--- src/rtl/board_scanner.sv ---
// board_scanner: walks the 10x10 board RAM and streams the 64 interior cells.
// Also tallies piece counts and flags border/interior encoding errors.
module board_scanner #(
  parameter int CELLS  = 100,
  parameter int ADDR_W = 7
) (
  input  logic              clock,
  input  logic              reset,
  input  logic              start,
  output logic              busy,
  output logic              done,
  output logic [ADDR_W-1:0] addr,
  input  logic [1:0]        q,
  output logic              cell_valid,
  input  logic              cell_ready,
  output logic [2:0]        cell_x,
  output logic [2:0]        cell_y,
  output logic [1:0]        cell_data,
  output logic [6:0]        count_p1,
  output logic [6:0]        count_p2,
  output logic [6:0]        count_empty,
  output logic              format_error
);

  typedef enum logic [2:0] {
    S_IDLE,
    S_READ,
    S_LATCH,
    S_EMIT,
    S_DONE
  } state_t;

  state_t     state;
  logic [3:0] row;
  logic [3:0] col;
  logic       border;
  logic       last;
  logic       advance;

  assign border = (row == 4'd0) || (row == 4'd9) ||
                  (col == 4'd0) || (col == 4'd9);
  assign last   = (addr == ADDR_W'(CELLS - 1));

  // A cell is finished after LATCH (border) or after its transfer (interior).
  assign advance = ((state == S_LATCH) && border) ||
                   ((state == S_EMIT) && cell_ready);

  always_ff @(posedge clock) begin
    if (reset) begin
      state        <= S_IDLE;
      row          <= '0;
      col          <= '0;
      addr         <= '0;
      busy         <= 1'b0;
      done         <= 1'b0;
      cell_valid   <= 1'b0;
      cell_x       <= '0;
      cell_y       <= '0;
      cell_data    <= '0;
      count_p1     <= '0;
      count_p2     <= '0;
      count_empty  <= '0;
      format_error <= 1'b0;
    end else begin
      done <= 1'b0;
      unique case (state)
        S_IDLE: begin
          if (start) begin
            count_p1     <= '0;
            count_p2     <= '0;
            count_empty  <= '0;
            format_error <= 1'b0;
            addr         <= '0;
            row          <= '0;
            col          <= '0;
            busy         <= 1'b1;
            state        <= S_READ;
          end
        end
        S_READ: state <= S_LATCH;
        S_LATCH: begin
          if (border) begin
            if (q != 2'b11) format_error <= 1'b1;
          end else begin
            cell_data  <= q;
            cell_x     <= 3'(col - 4'd1);
            cell_y     <= 3'(row - 4'd1);
            cell_valid <= 1'b1;
            state      <= S_EMIT;
            unique case (q)
              2'b00: count_empty  <= count_empty + 7'd1;
              2'b01: count_p1     <= count_p1 + 7'd1;
              2'b10: count_p2     <= count_p2 + 7'd1;
              2'b11: format_error <= 1'b1;
            endcase
          end
        end
        S_EMIT: begin
          if (cell_ready) cell_valid <= 1'b0;
        end
        S_DONE: state <= S_IDLE;
        default: state <= S_IDLE;
      endcase
      if (advance) begin
        if (last) begin
          state <= S_DONE;
          busy  <= 1'b0;
          done  <= 1'b1;
        end else begin
          addr  <= addr + ADDR_W'(1);
          state <= S_READ;
          if (col == 4'd9) begin
            col <= '0;
            row <= row + 4'd1;
          end else begin
            col <= col + 4'd1;
          end
        end
      end
    end
  end

endmodule

--- config.mk ---
export PLATFORM = sky130hd
export DESIGN_NAME = board_scanner
export DESIGN_NICKNAME = d
export VERILOG_FILES = /design/src/rtl/board_scanner.sv
export SDC_FILE = /design/constraint.sdc
export NUM_CORES = 1
export LEC_CHECK = 0
export ABC_AREA = 1
export CAP_MARGIN = 30
export CORE_ASPECT_RATIO = 1.75
export CORE_MARGIN = 10
export CORE_UTILIZATION = 45
export CTS_BUF_LIST = sky130_fd_sc_hd__clkbuf_8
export DETAILED_ROUTE_END_ITERATION = 10
export DONT_BUFFER_PORTS = 1
export HOLD_SLACK_MARGIN = 0.06
export PLACE_DENSITY = 0.58
export SYNTH_ARGS = -nofsm -noshare
export SYNTH_HDL_FRONTEND = slang
export SYNTH_SLANG_ARGS = --single-unit
--- constraint.sdc ---
create_clock -name clock -period 3.6 [get_ports clock]
set_input_delay 0.9 -clock clock [delete_from_list [all_inputs] [get_ports clock]]
set_output_delay 0.9 -clock clock [all_outputs]
set_load 0.01 [all_outputs]
==> results.yml, run 1 <==
synthesis:
  synth_top_area_share_pct: 35.1
  synth.most_common_cell: "nand2_1"
  synth_cell_types: 36
  netlist_instances: 413
  syn_area_um2: 2910
  synth_warnings: 0
  yosysSeqAreaShare_pct: 35.1
  synth_compound_area_share_pct: 14.1
  synth_top_family_by_area: "simple AND/OR/NAND/NOR gates"
  synthAdderAreaFrac_pct: 4.73
  synthArstFlopShare_pct: 0
  syn_nets: 430
  synth-simple-area-share_pct: 33.1
  synthFlopType: "dfxtp_1"
  synth_area_per_cell_um2: 7.05
  yosys-top-cells-count: "107 x nand2_1, 51 x dfxtp_1, 46 x a21oi_1, 38 x inv_1, 32 x nor2_1"
  synth-xor-area-share_pct: 4.51
  synth_edf_count: 0
  synthTopCellsByArea: "dfxtp_1 35%, nand2_1 14%, a21oi_1 7.9%"
  synth_top_cell_by_area: "dfxtp_1"
  synthMuxAreaShare_pct: 0
  ys_ff_latch: 51
drt:
  drt-initial-drc-count: 173
  drc: 0
  wl_per_cell_um: 14.4
  num_vias: 2549
  wl_mm: 7.01
  drt-pass1-iter-count: 4
  via_per_inst: 5.23
  ant_nets: 0
placed_design:
  port_buffers: 0
  place_hpwl_mm: 5.28
  gp_congestion: 0.760
  post-place-ws_ns: 1.48
  dpl_cell_area_um2: 2930
final_layout:
  final_util_pct: 48.4
  area_growth_pct: 3.57
  fill_cells: 653
  finalInstanceArea_um2: 3020
  nets: 423
  drive_gt1_share_pct: 8.85
  num_antenna_cells: 0
clock_tree:
  post_cts_buffers: 0
  ctsHoldBuffers: 0
  insertion_delay_ns: 0.32
  ctsResizeCount: 0
  clock_sinks: 51
  clk_pin_slew_worst_paths_ns: 0.10
  cts_tree: "yes"
  cts.path.max_buffers: 2
  numCtsBuffers: 5
  htree_num_levels: 2
  cts-root-buf: "clkbuf_8"
timing:
  hold_viol_final: 0
  fin_tns_setup_ns: 0
  rsz0062_at_grt: "no"
  setup_viol: 0
  fin_ws_ns: 1.56
  fin_crit_sh_pct: 56.7
  fin_worst_skew_ns: 0.0163
  max_slew.worst_pin.slew_ns: 0.559
  fmax_mhz: 490
  fin_crit_ns: 2.04
  drv_slew: 0
  relSlewSlack_pct: 62.6
setup_path:
  crit_type: "reg -> reg"
  reg2reg_depth: 10
  worstPathArrival_ns: 2.23
  end_kind: "flip-flop"
  rr_startpoint: "state[1]"
  r2r_slack_ns: 1.56
  start_kind: "flip-flop"
  r2r_end: "count_empty[1]"
  crit_fanout: 11
  critPathRequiredTime_ns: 3.79
status:
  outcome: "completed"
floorplanning:
  dieArea_um2: 10200
  num_rows: 38
  die_w_um: 80.8
  dieHeight_um: 126
  io_pins: 46
  coreArea_um2: 6230
  initial_core_util_pct: 46.7
grt:
  use_met3_pct: 4.38
  grt_max_degree: 36
  grt_pass1_vias: 2515
  grt.overflow.total: 0
  grtUsageMet1_pct: 13.8
  grt_usage_pct: 14.4
  grt_pass1_wl_mm: 12.0
  antenna_found_initial: 0
  met2_usage_pct: 27.7
  grt.busiest_layer: "met2"
hold_path:
  min_path_type: "reg -> reg"
  worstHoldStart: "state[2]"
  whs_endpoint: "state[1]"
  hold_depth: 1
pwr:
  power_density_nw_per_um2: 471
  ir_worst_vdd_uv: 266
  p_leak_nw: 1.23
flow_run:
  cap_viol_max_count: 0
[routing by layer]
layer  part of all wire (%)  vias to the layer above
met3                    5.3                        9
li1                       -                     1315
met2                     56                       37
met1                     37                     1188
met4                    1.4                        0
met5                      0                        -
[through the flow]
step           power (W)  cells  hold WS [ns]
2_1_floorplan    0.00102    413         0.424
3_3_place_gp     0.00111    479         0.428
3_5_place_dp     0.00112    479         0.432
4_1_cts          0.00145    487         0.443
5_1_grt          0.00153    487         0.460
6_report         0.00142    487         0.436
[report_power, final]
| group | internal [W] | switching (W) |
|---|---|---|
| Sequential | 0.000604 | 0.0000651 |
| Clock | 0.000131 | 0.000195 |
| Combinational | 0.000132 | 0.000293 |
[cells by family (layout without fill, tap and decap cells)]
family                     Yosys count  after routing
DFF                                 51             51
xor gates and xnor gates            15             15
buffers and inverters               58             52
adders and majority gates           11             11
and+or+nand+nor                    199            199
AOI/OAI and AO/OA                   79             79
[sequential cells by signal, summed over array words and instances, names as in the netlist, 2 cells and up]
name / cells
addr: 7
cell_data: 2
cell_x: 3
cell_y: 3
col: 4
count_empty: 7
count_p1: 7
count_p2: 7
row: 4
state: 3
[worst max-delay path: stages (launching register included)]
cell and delay (ns):
dfxtp_1 0.38, nand3b_1 0.34, buf_4 0.32, inv_1 0.19
o21ai_0 0.12, nand2_1 0.13, inv_1 0.06, nand3_2 0.15
nand2_1 0.07, o21ai_0 0.08, nor2_1 0.06
[cells in the final DEF (no fill, tap or decap), drive strengths merged]
cell type / instances
nand3b: 3
or2: 5
o21bai: 2
buf: 1
ha: 11
inv: 45
o21ai: 29
nor4: 1
dfxtp: 51
nor3: 3
xor2: 10
a21oi: 46
xnor2: 5
clkbuf: 5
nand2: 114
nor3b: 3
nor2: 36
nand4: 4
and3: 1
clkinv: 1
nand3: 29
a31o: 2
[area by class of cell]
type                    count  area, µm²  area share (%)
multi-input cells         304       1640            54.5
flip-flops and latches     51       1020            33.9
clock inverters             3       12.5           0.415
well taps                  80        100            3.32
inverters                  43        161            5.35
clock buffers               5       68.8            2.28
repair buffers              1       7.51           0.249
[how the worst max path moves through the flow]
stage / from / to / cells past startpoint
2_1_floorplan: start / row[3] / 8
3_3_place_gp: start / count_p2[2] / 4
3_5_place_dp: start / count_p2[2] / 4
4_1_cts: state[0] / count_empty[1] / 10
5_1_grt: state[0] / count_empty[1] / 10
6_report: state[1] / count_empty[1] / 10
Note: power is estimated with default switching activity, not from simulation.
==> run 2: changes to the inputs <==
==> constraint.sdc (replaced) <==
create_clock -name clock -period 2 [get_ports clock]
set_input_delay 0.5 -clock clock [delete_from_list [all_inputs] [get_ports clock]]
set_output_delay 0.5 -clock clock [all_outputs]
set_load 0.01 [all_outputs]
==> results.yml, run 2 (synthesis gave the netlist of run 1 again) <==
clock_tree:
  cts-root-buf: "clkbuf_8"
  clock_sinks: 51
  htree_num_levels: 2
  cts_tree: "yes"
  insertion_delay_ns: 0.32
  ctsResizeCount: 0
  ctsHoldBuffers: 0
  cts.path.max_buffers: 2
  post_cts_buffers: 0
  clk_pin_slew_worst_paths_ns: 0.10
  numCtsBuffers: 5
timing:
  hold_viol_final: 0
  drv_slew: 0
  max_slew.worst_pin.slew_ns: 0.364
  fin_worst_skew_ns: 0.00906
  fin_tns_setup_ns: 0
  fmax_mhz: 555
  rsz0062_at_grt: "no"
  setup_viol: 0
  fin_crit_ns: 1.80
  fin_crit_sh_pct: 90.1
  relSlewSlack_pct: 75.7
final_layout:
  instances_no_fill: 500
  final_cell_mix: "107 x nand2_1, 51 x dfxtp_1, 46 x a21oi_1"
  nets: 436
  num_antenna_cells: 0
  final_common_cell: "nand2_1"
  area_growth_pct: 7.52
  drive_gt1_share_pct: 12.1
  final_util_pct: 50.3
pwr:
  power_density_nw_per_um2: 845
  ir_worst_vdd_uv: 537
  p_leak_nw: 1.29
  total_power_w: 0.00265
drt:
  wl_per_cell_um: 14.1
  num_vias: 2520
  wl_mm: 7.03
  drt-pass1-iter-count: 4
  ant_nets: 0
  via_per_inst: 5.04
  drc: 0
  drt-initial-drc-count: 127
setup_path:
  end_kind: "flip-flop"
  worstPathArrival_ns: 2.06
  start_kind: "flip-flop"
  slowest_delay_ns: 0.42
  crit_type: "reg -> reg"
  path_buf_inv: 2
  crit_fanout: 23
  critPathRequiredTime_ns: 2.26
  crit_family: "simple AND/OR/NAND/NOR gates"
  cp_cell_sequence: "inv_1 -> ha_1 -> nand2_1 -> nand2_1 -> inv_2 -> nand2_4 -> nand2_8 -> nand2_4 -> or2_2 -> a21oi_1"
  crit_path_top_delay_cell: "dfxtp_1"
grt:
  grt_pass1_wl_mm: 11.8
  grt_usage_pct: 14.4
  antenna_found_initial: 0
  grt.overflow.total: 0
  grt_max_degree: 36
  grt_pass1_vias: 2519
hold_path:
  min_path_type: "in -> reg"
floorplanning:
  initial_core_util_pct: 46.7
  num_rows: 38
  dieArea_um2: 10200
  dieHeight_um: 126
  die_w_um: 80.8
  coreArea_um2: 6230
  io_pins: 46
placed_design:
  place_hpwl_mm: 5.32
  dp.cells: 492
  gp_congestion: 0.759
  port_buffers: 0
flow_run:
  cap_viol_max_count: 0
status:
  outcome: "completed"
## run 2: cell types whose count changed in the layout (fill, tap and decap cells not counted), sizes merged
cell      change
buf          +13
clkbuf        +1
clkinvlp      +1
inv           -2
## run 2: report_power, final
group | internal, W | switching, W | total (W)
sequential | 0.00109 | 0.000101 | 0.00119
clock | 0.000283 | 0.000369 | 0.000652
combinational | 0.000270 | 0.000535 | 0.000805
total | 0.00164 | 0.00101 | 0.00265
## run 2: per-stage QoR
step / hold slack (ns) / instance area [µm²] / setup WS [ns]
after floorplan: 0.424 / 2910 / 0.436
after global placement: 0.441 / 3030 / 0.253
after detailed placement: 0.435 / 3030 / 0.222
after CTS: 0.224 / 3130 / 0.197
after global routing: 0.213 / 3130 / 0.0306
final: 0.239 / 3130 / 0.199
## run 2: layout make-up
| type | instances | area, µm² |
|---|---|---|
| clock buffers | 6 | 82.6 |
| clock inverters | 2 | 16.3 |
| repair buffers | 14 | 105 |
| fillers | 657 | 3100 |
| flip-flops and latches | 51 | 1020 |
| inverters | 43 | 161 |
| multi-input cells | 304 | 1640 |
| well taps | 80 | 100 |
## run 2: final timing paths
path / from / to / slack, ns / depth (start not counted)
worst max register to register: col[0] / col[2] / 0.20 / 10
worst min register to register: state[2] / state[1] / 0.45 / 1
worst min-delay path: reset / row[1] / 0.24 / 1
worst max-delay path: col[0] / col[2] / 0.20 / 10
## run 2: metal layers
metal / GRT usage (%) / routed length [µm] / vias to the layer above
li1: - / - / 1338
met1: 13.2 / 2550 / 1148
met2: 27.6 / 3970 / 28
met3: 4.81 / 396 / 6
met4: 5.22 / 116 / 0
met5: 0 / 0 / -
